--- config.mk ---
export PLATFORM = sky130hd
export DESIGN_NAME = key_event_ctrl
export DESIGN_NICKNAME = d
export VERILOG_FILES = /design/src/rtl/key_pkg.sv /design/src/rtl/key_debounce.sv /design/src/rtl/key_event_ctrl.sv
export SDC_FILE = /design/constraint.sdc
export NUM_CORES = 1
export LEC_CHECK = 0
export ABC_AREA = 0
export BUFFER_PORTS_ARGS = -buffer_cell sky130_fd_sc_hd__buf_2
export CORE_AREA = 2 2 85 87
export CTS_BUF_LIST = sky130_fd_sc_hd__clkbuf_8
export DETAILED_ROUTE_END_ITERATION = 10
export DIE_AREA = 0 0 87 89
export PLACE_DENSITY = 0.62
export SYNTH_ARGS = -nofsm -noshare
export SYNTH_HDL_FRONTEND = slang
export SYNTH_SLANG_ARGS = --single-unit
--- constraint.sdc ---
create_clock -name sys_clk -period 5.3 [get_ports sys_clk]
set_clock_uncertainty 0.05 [all_clocks]
set_input_delay 1.06 -clock sys_clk [delete_from_list [all_inputs] [get_ports sys_clk]]
set_output_delay 1.06 -clock sys_clk [all_outputs]
set_load 0.01 [all_outputs]
--- src/rtl/key_pkg.sv ---
// Shared definitions for the key event controller: FSM state encoding,
// default timing constants and the timer threshold helper.
package key_pkg;

    typedef enum logic [2:0] {
        ST_IDLE   = 3'd0,
        ST_PRESS1 = 3'd1,
        ST_WAIT2  = 3'd2,
        ST_PRESS2 = 3'd3,
        ST_LONG   = 3'd4
    } key_state_e;

    // Defaults assume a 50 MHz sys_clk.
    localparam logic [19:0] KEY_CNT_MAX_DEF  = 20'd999_999;
    localparam logic [25:0] KEY_LONG_MAX_DEF = 26'd49_999_999;
    localparam logic [25:0] KEY_DBL_MAX_DEF  = 26'd14_999_999;
    localparam logic [25:0] KEY_REP_MAX_DEF  = 26'd9_999_999;

    // True on the last cycle of a window of lim cycles counted from 0.
    function automatic logic tmr_hit(input logic [25:0] tmr, input logic [25:0] lim);
        return (tmr == (lim - 26'd1));
    endfunction

endpackage

--- src/rtl/key_debounce.sv ---
// Two-flop synchronizer plus stable-time debounce for an active-low key.
// Emits one-cycle registered pulses when the debounced level changes.
module key_debounce
    import key_pkg::*;
#(
    parameter logic [19:0] CNT_MAX = KEY_CNT_MAX_DEF
) (
    input  logic sys_clk,
    input  logic sys_rst_n,
    input  logic i_key,
    output logic o_press,
    output logic o_release
);

    logic [1:0]  r_sync;
    logic        r_stable;
    logic [19:0] r_cnt;
    logic        r_press;
    logic        r_release;

    // Synchronize, then accept a new level only after CNT_MAX consecutive disagreeing cycles.
    always_ff @(posedge sys_clk or negedge sys_rst_n) begin
        if (!sys_rst_n) begin
            r_sync    <= 2'b11;
            r_stable  <= 1'b1;
            r_cnt     <= 20'd0;
            r_press   <= 1'b0;
            r_release <= 1'b0;
        end else begin
            r_sync    <= {r_sync[0], i_key};
            r_press   <= 1'b0;
            r_release <= 1'b0;
            if (r_sync[1] == r_stable) begin
                r_cnt <= 20'd0;
            end else if (r_cnt == (CNT_MAX - 20'd1)) begin
                r_cnt     <= 20'd0;
                r_stable  <= r_sync[1];
                r_press   <= ~r_sync[1];
                r_release <= r_sync[1];
            end else begin
                r_cnt <= r_cnt + 20'd1;
            end
        end
    end

    assign o_press   = r_press;
    assign o_release = r_release;

endmodule

--- src/rtl/key_event_ctrl.sv ---
// Key event classifier: short press, double click, long press and hold level.
// Define KEY_REPEAT_EN to re-pulse key_long every REP_MAX cycles while held long.
module key_event_ctrl
    import key_pkg::*;
#(
    parameter logic [19:0] CNT_MAX  = KEY_CNT_MAX_DEF,
    parameter logic [25:0] LONG_MAX = KEY_LONG_MAX_DEF,
    parameter logic [25:0] DBL_MAX  = KEY_DBL_MAX_DEF,
    parameter logic [25:0] REP_MAX  = KEY_REP_MAX_DEF
) (
    input  logic sys_clk,
    input  logic sys_rst_n,
    input  logic key_in,
    output logic key_short,
    output logic key_double,
    output logic key_long,
    output logic key_hold
);

    logic        w_press;
    logic        w_release;
    key_state_e  r_state;
    logic [25:0] r_tmr;
    logic        r_short;
    logic        r_double;
    logic        r_long;
    logic        r_hold;

    key_debounce #(
        .CNT_MAX (CNT_MAX)
    ) u_debounce (
        .sys_clk   (sys_clk),
        .sys_rst_n (sys_rst_n),
        .i_key     (key_in),
        .o_press   (w_press),
        .o_release (w_release)
    );

`ifndef KEY_REPEAT_EN
    logic w_rep_unused;
    assign w_rep_unused = ^REP_MAX;
`endif

    // Classification FSM; events take priority over timer thresholds in every state.
    always_ff @(posedge sys_clk or negedge sys_rst_n) begin
        if (!sys_rst_n) begin
            r_state  <= ST_IDLE;
            r_tmr    <= 26'd0;
            r_short  <= 1'b0;
            r_double <= 1'b0;
            r_long   <= 1'b0;
            r_hold   <= 1'b0;
        end else begin
            r_short  <= 1'b0;
            r_double <= 1'b0;
            r_long   <= 1'b0;
            case (r_state)
                ST_IDLE: begin
                    r_tmr <= 26'd0;
                    if (w_press) begin
                        r_state <= ST_PRESS1;
                    end else begin
                        r_state <= ST_IDLE;
                    end
                end
                ST_PRESS1: begin
                    if (w_release) begin
                        r_state <= ST_WAIT2;
                        r_tmr   <= 26'd0;
                    end else if (tmr_hit(r_tmr, LONG_MAX)) begin
                        r_state <= ST_LONG;
                        r_tmr   <= 26'd0;
                        r_long  <= 1'b1;
                        r_hold  <= 1'b1;
                    end else begin
                        r_tmr <= r_tmr + 26'd1;
                    end
                end
                ST_WAIT2: begin
                    if (w_press) begin
                        r_state <= ST_PRESS2;
                        r_tmr   <= 26'd0;
                    end else if (tmr_hit(r_tmr, DBL_MAX)) begin
                        r_state <= ST_IDLE;
                        r_tmr   <= 26'd0;
                        r_short <= 1'b1;
                    end else begin
                        r_tmr <= r_tmr + 26'd1;
                    end
                end
                ST_PRESS2: begin
                    r_tmr <= 26'd0;
                    if (w_release) begin
                        r_state  <= ST_IDLE;
                        r_double <= 1'b1;
                    end else begin
                        r_state <= ST_PRESS2;
                    end
                end
                ST_LONG: begin
                    if (w_release) begin
                        r_state <= ST_IDLE;
                        r_tmr   <= 26'd0;
                        r_hold  <= 1'b0;
                    end else begin
`ifdef KEY_REPEAT_EN
                        if (tmr_hit(r_tmr, REP_MAX)) begin
                            r_tmr  <= 26'd0;
                            r_long <= 1'b1;
                        end else begin
                            r_tmr <= r_tmr + 26'd1;
                        end
`else
                        r_tmr <= 26'd0;
`endif
                    end
                end
                default: begin
                    r_state <= ST_IDLE;
                    r_tmr   <= 26'd0;
                    r_hold  <= 1'b0;
                end
            endcase
        end
    end

    assign key_short  = r_short;
    assign key_double = r_double;
    assign key_long   = r_long;
    assign key_hold   = r_hold;

endmodule

Word level (Yosys, flattened, before mapping)
Index checks and enable logic that the tools add are counted.
{ "word_totals": {"register_bits": 58, "in_bits": 3, "out_inout_bits": 4, "wordCells": 65} }
{ "op_classes": {"n_addsub": 2, "eq_ne": 13, "mux": 31, "bitwise": 3, "reduce_logical": 5} }
{ "op_table": {"columns": ["op", "n"], "rows": [
  ["$mux W26", 4],
  ["$pmux W26 S2", 1],
  ["$mux W20", 2],
  ["$add A26 B1 Y26 const B", 1],
  ["$eq A26 B24 Y1 const B", 1],
  ["$eq A26 B26 Y1 const B", 1],
  ["$add A20 B1 Y20 const B", 1],
  ["$eq A20 B20 Y1 const B", 1],
  ["$mux W1", 16],
  ["$mux W3", 5],
  ["$pmux W3 S5", 1],
  ["$eq A3 B2 Y1 const B", 2],
  ["$ne A3 B2 Y1 const B", 2],
  ["$ne A2 B2 Y1 const B", 2],
  ["$reduce_and A4 Y1", 1],
  ["$eq A3 B1 Y1 const B", 1],
  ["$eq A3 B3 Y1 const B", 1],
  ["$logic_not A3 Y1", 1],
  ["$not A1 Y1", 3],
  ["$pmux W1 S3", 1],
  ["$reduce_and A3 Y1", 1],
  ["$reduce_or A3 Y1", 1],
  ["$mux W2", 1],
  ["$ne A2 B1 Y1 const B", 1],
  ["2 further kinds", 2]
]} }

Longest topological paths before layout
{ "logic_depth": {"word_depth": 4, "depth_mapped": 8, "depth_no_buf": 6} }

Modules after synthesis
A second synthesis with hierarchy kept.
{ "unflattened": {"cells_unflattened": 299, "area_unflattened_um2": 3072.9} }
{ "modules_own_cells": {"columns": ["module", "n_inst", "cells_each", "area_per_inst_um2", "seq_area_each_um2"], "rows": [
  ["key_event_ctrl", 1, 184, 1869.3, 825.8],
  ["key_debounce", 1, 115, 1203.7, 629.4]
]} }

Worst setup path before layout
OpenSTA, ideal clock, no wires.
{ "synth_path": {"path_kind": "flip-flop to flip-flop", "start": "register r_tmr[0]", "end": "register r_tmr[17]", "setup_time_ns": 0.143, "arrival_time_ns": 1.826, "required_time_ns": 5.107, "path_slack_ns": 3.281, "stages_incl_launch_ff": 8, "n_path_buf": 1, "synth_period_minus_slack_ns": 2.019, "cell_sequence": "dfrtp_1 > inv_1 > ha_1 > nor4b_1 > nand4_1 > o21bai_1 > clkbuf_1 > a22oi_1"} }
{ "synth_between": {"elab_chain_cells": 4, "word_cells_on_any_way": 8, "classes_between": "add/sub: 1; eq/ne: 2; mux: 5"} }
{ "synth_lines": {"columns": ["item", "line", "source"], "rows": [
  ["start, declared", "key_event_ctrl.sv:23", "logic [25:0] r_tmr;"],
  ["start signal, assigned", "key_event_ctrl.sv:76", "r_tmr <= r_tmr + 26'd1;"],
  ["start signal, assigned", "key_event_ctrl.sv:88", "r_tmr <= r_tmr + 26'd1;"],
  ["$add A26 B1 Y26 (tied with other cells)", "key_event_ctrl.sv:76, key_event_ctrl.sv:88", null],
  ["$mux W26 (on tied branches)", "key_event_ctrl.sv:83, key_event_ctrl.sv:70", null],
  ["$mux W26 (on tied branches)", "key_event_ctrl.sv:80, key_event_ctrl.sv:67", null],
  ["$pmux W26 S2 (*)", "key_event_ctrl.sv:57", "case (r_state)"]
]} }
Every way passes the cells marked *; elsewhere a longest branch is shown, timed or not.
A chain may end at the register's enable or synchronous reset.

Worst setup path after layout
{ "layout_path": {"start": "register r_tmr[7]", "end": "register r_tmr[15]"} }
The elaborated chain is that of the path after synthesis.

==> run summary <==
status -> complete, no violations
Port Buf Inserts -> 6
fin area -> 3270 um^2
layout net count -> 310
sequential power share -> 51.2%
CTS Hold Bufs -> 0
full die area -> 7740 um^2
row count -> 30
Async SR Flop Fraction -> 100%
CP Cell Sequence -> and4_1 > nor4bb_1 > a41o_1 > a22oi_1
final WL -> 5780 um
dpl cells -> 372
Setup WS post-layout -> 2.74 ns
CP Capture Type -> flop
Initial Util -> 43.9%
Mapped Cells -> 293
CP top delay family -> compound AO/OA/AOI/OAI gates
Final Wtd Congestion -> 0.863
TritonCTS buffer count -> 9
Clock Pin Slew Worst Setup and Hold Paths -> 0.07 ns
sequential share of the synthesized area -> 49.3%
Internal Power -> 690 uW
area grow syn2layout -> 10.9%
# IOs -> 7
Post-synth EDFFs -> 0
number of global-route vias before repair -> 2103
Iter 0 DRT Violations -> 162
Hold Path Stages -> 0
vias per inst -> 5.73
DRC -> 0
fill count -> 638
Hold Path Class -> flop to flop
Yosys top cell by area -> dfrtp_1
relative slew slack -> 27.2%
WL/cell -> 14.9 um
Placed Area -> 3070 um^2
Final ANT Viol Nets -> 0
Logic pwr share -> 1.9%
total power per unit cell area -> 269 nW/um^2
slowest stage delay, CP -> 0.87 ns
crit path max-delay cell type -> a41o_1
Core Area -> 6720 um^2
Fin Setup TNS -> 0 ns
CTS root buf -> clkbuf_8
Post-synth top flop -> dfrtp_1
Tmin final -> 2.56 ns
crit share post-route -> 48.4%
slack of the worst reg-to-reg path -> 2.74 ns
proportion of layout cells with a drive suffix above 1 -> 11.7%
crit-path max FO -> 26
worst path arrival time -> 2.67 ns
clock sink count -> 58
Reg2Reg Depth -> 4
Worst setup SP type -> flop
HP Start -> u_debounce.r_sync[0]
final hold violation count -> 0
Max-cap violations -> 0
Crit Path Category -> flop to flop
Non-Filler Instances -> 388
worst-skew pair later-pin latency -> 0.33 ns
Reg-to-Reg End -> r_tmr[15]
CTS tree -> yes
Post-Synthesis Cell Area -> 2950 um^2
All-Layer GR Usage -> 17.3%
post-CTS setup buffers -> 0
Avg Cell Area, Syn -> 10.1 um^2
Synth top area share -> 46.7%
final number of max-transition violations -> 0
clk buf depth -> 2
largest net degree at the start of global routing -> 59
met2 routed WL -> 2470 um
CTS resizes -> 0
die height -> 89 um
synthesized flop and latch total -> 58
endpoints failing setup -> 0
first-pass GRT wire length -> 10200 um
most frequent cells in the layout -> dfrtp_1 (55), a21oi_1 (24), nand2_1 (20), nor2_1 (19), nand3_1 (16)
Pre-antenna DRT Iters -> 4
initial antenna violation count -> 0
wire length on met1 -> 3070 um
CP required -> 5.41 ns
most common cell after layout, fill and taps aside -> dfrtp_1
syn nets -> 300
Final Core Density -> 48.7%
DP Worst Slack -> 2.77 ns
vias -> 2223
Final HPWL DP -> 3870 um
VDD IR max -> 0.150 mV
Worst Tran Pin Value -> 1.09 ns
WHS Endpoint -> u_debounce.r_sync[1]
fmax -> 0.390 GHz
yosys warns -> 0
CTS H-tree lvls -> 3
met3 wire len -> 161 um
Worst Path Buf+Inv -> 0
total grt overflow -> 0
reg2reg start -> r_tmr[7]
n_diodes -> 0
Clk pwr share -> 46.9%
top layer in use -> met4
RSZ-0062 raised after global routing -> no
top post-synthesis cells by area -> dfrtp_1 (47%), xor2_1 (4.5%), a21oi_1 (4.1%)
NetSw -> 189 uW
Pleak -> 0.00126 uW
Cell variety after synth -> 42
Switching Share -> 21.5%
Die Wd -> 87 um
-- state kept, by name, indices dropped and copies added (netlist names) --
name / cells
u_debounce.r_cnt: 20
r_tmr: 26
r_state: 3
key_double: 1
key_long: 1
key_hold: 1
u_debounce.o_press: 1
key_short: 1
u_debounce.r_stable: 1
u_debounce.r_sync: 2
u_debounce.o_release: 1
-- synthesized netlist by cell type (3+ instances only) --
cell type   n
a22oi_1    10
a21oi_1    24
dfrtp_1    55
o31ai_1     9
ha_1        4
xor2_1     15
nand3_1    16
nor2_1     19
and2_1      3
nor2b_1     4
inv_1       8
nor3_1      4
and3_1      5
xnor2_1    13
nand2_1    20
o21ai_0     8
and4_1      5
nor4bb_1    3
dfstp_2     3
nand4_1    11
clkbuf_1    4
nor4_1      5
or3_1       6
or3_2       3
or4_1      11
buf_2       5
-- per-stage QoR --
stage               hold slack (ns)  total power, uW
detailed placement            0.299              476
global route                  0.314              917
finish                        0.307              879
CTS                           0.309              894
floorplan                     0.295              463
global placement              0.299              475
-- layer usage --
| layer | up-vias | track usage (%) |
|---|---|---|
| met1 | 1080 | 25.3 |
| met3 | 7 | 3.14 |
| li1 | 1104 | - |
| met2 | 32 | 24.4 |
| met4 | 0 | 9.09 |
| met5 | - | 0 |
-- how the worst max path moves through the flow --
stage / from / to / slack (ns) / depth (start not counted)
floorplan: r_tmr[0] / r_tmr[17] / 3.28 / 7
global placement: r_tmr[0] / r_tmr[22] / 2.88 / 6
detailed placement: r_tmr[7] / r_tmr[18] / 2.77 / 4
CTS: r_tmr[7] / r_tmr[15] / 2.77 / 4
global route: r_tmr[7] / r_tmr[25] / 2.47 / 4
finish: r_tmr[7] / r_tmr[15] / 2.74 / 4
-- layout make-up --
cell class	count	area (um^2)	share of cell area (%)
Clock buffer	11	151	4.63
Timing Repair Buffer	8	45.0	1.38
Multi-Input combinational cell	218	1440	43.9
Clock inverter	5	53.8	1.64
Inverter	8	30.0	0.918
Tap cell	80	100	3.06
Sequential cell	58	1460	44.5
-- power by group through the flow --
stage / clock [uW] / combinational [uW] / sequential, uW
finish: 412 / 16.9 / 449
global route: 447 / 20.5 / 450
CTS: 427 / 18.0 / 449
detailed placement: 0 / 18.0 / 458
global placement: 0 / 17.8 / 458
floorplan: 0 / 5.65 / 457
-- logic make-up (layout without fill, tap and decap cells) --
group / Yosys count / after routing / share of synthesized area (%)
muxes: 1 / 1 / 0.382
adders and majority gates: 4 / 4 / 1.70
xor gates and xnor gates: 28 / 28 / 8.32
and+or+nand+nor: 127 / 127 / 25.6
DFF: 58 / 58 / 49.3
buffers and inverters: 17 / 32 / 2.38
AOI/OAI and AO/OA: 58 / 58 / 12.3
-- worst register-to-register path: cells and delay by family, from the launching register on --
kind / cells / cell delay, ns
AO/OA/AOI/OAI: 2 / 1.09
AND/OR/NAND/NOR: 2 / 0.82
flip-flops: 1 / 0.43
No activity file was read; power rests on OpenSTA's default activity.
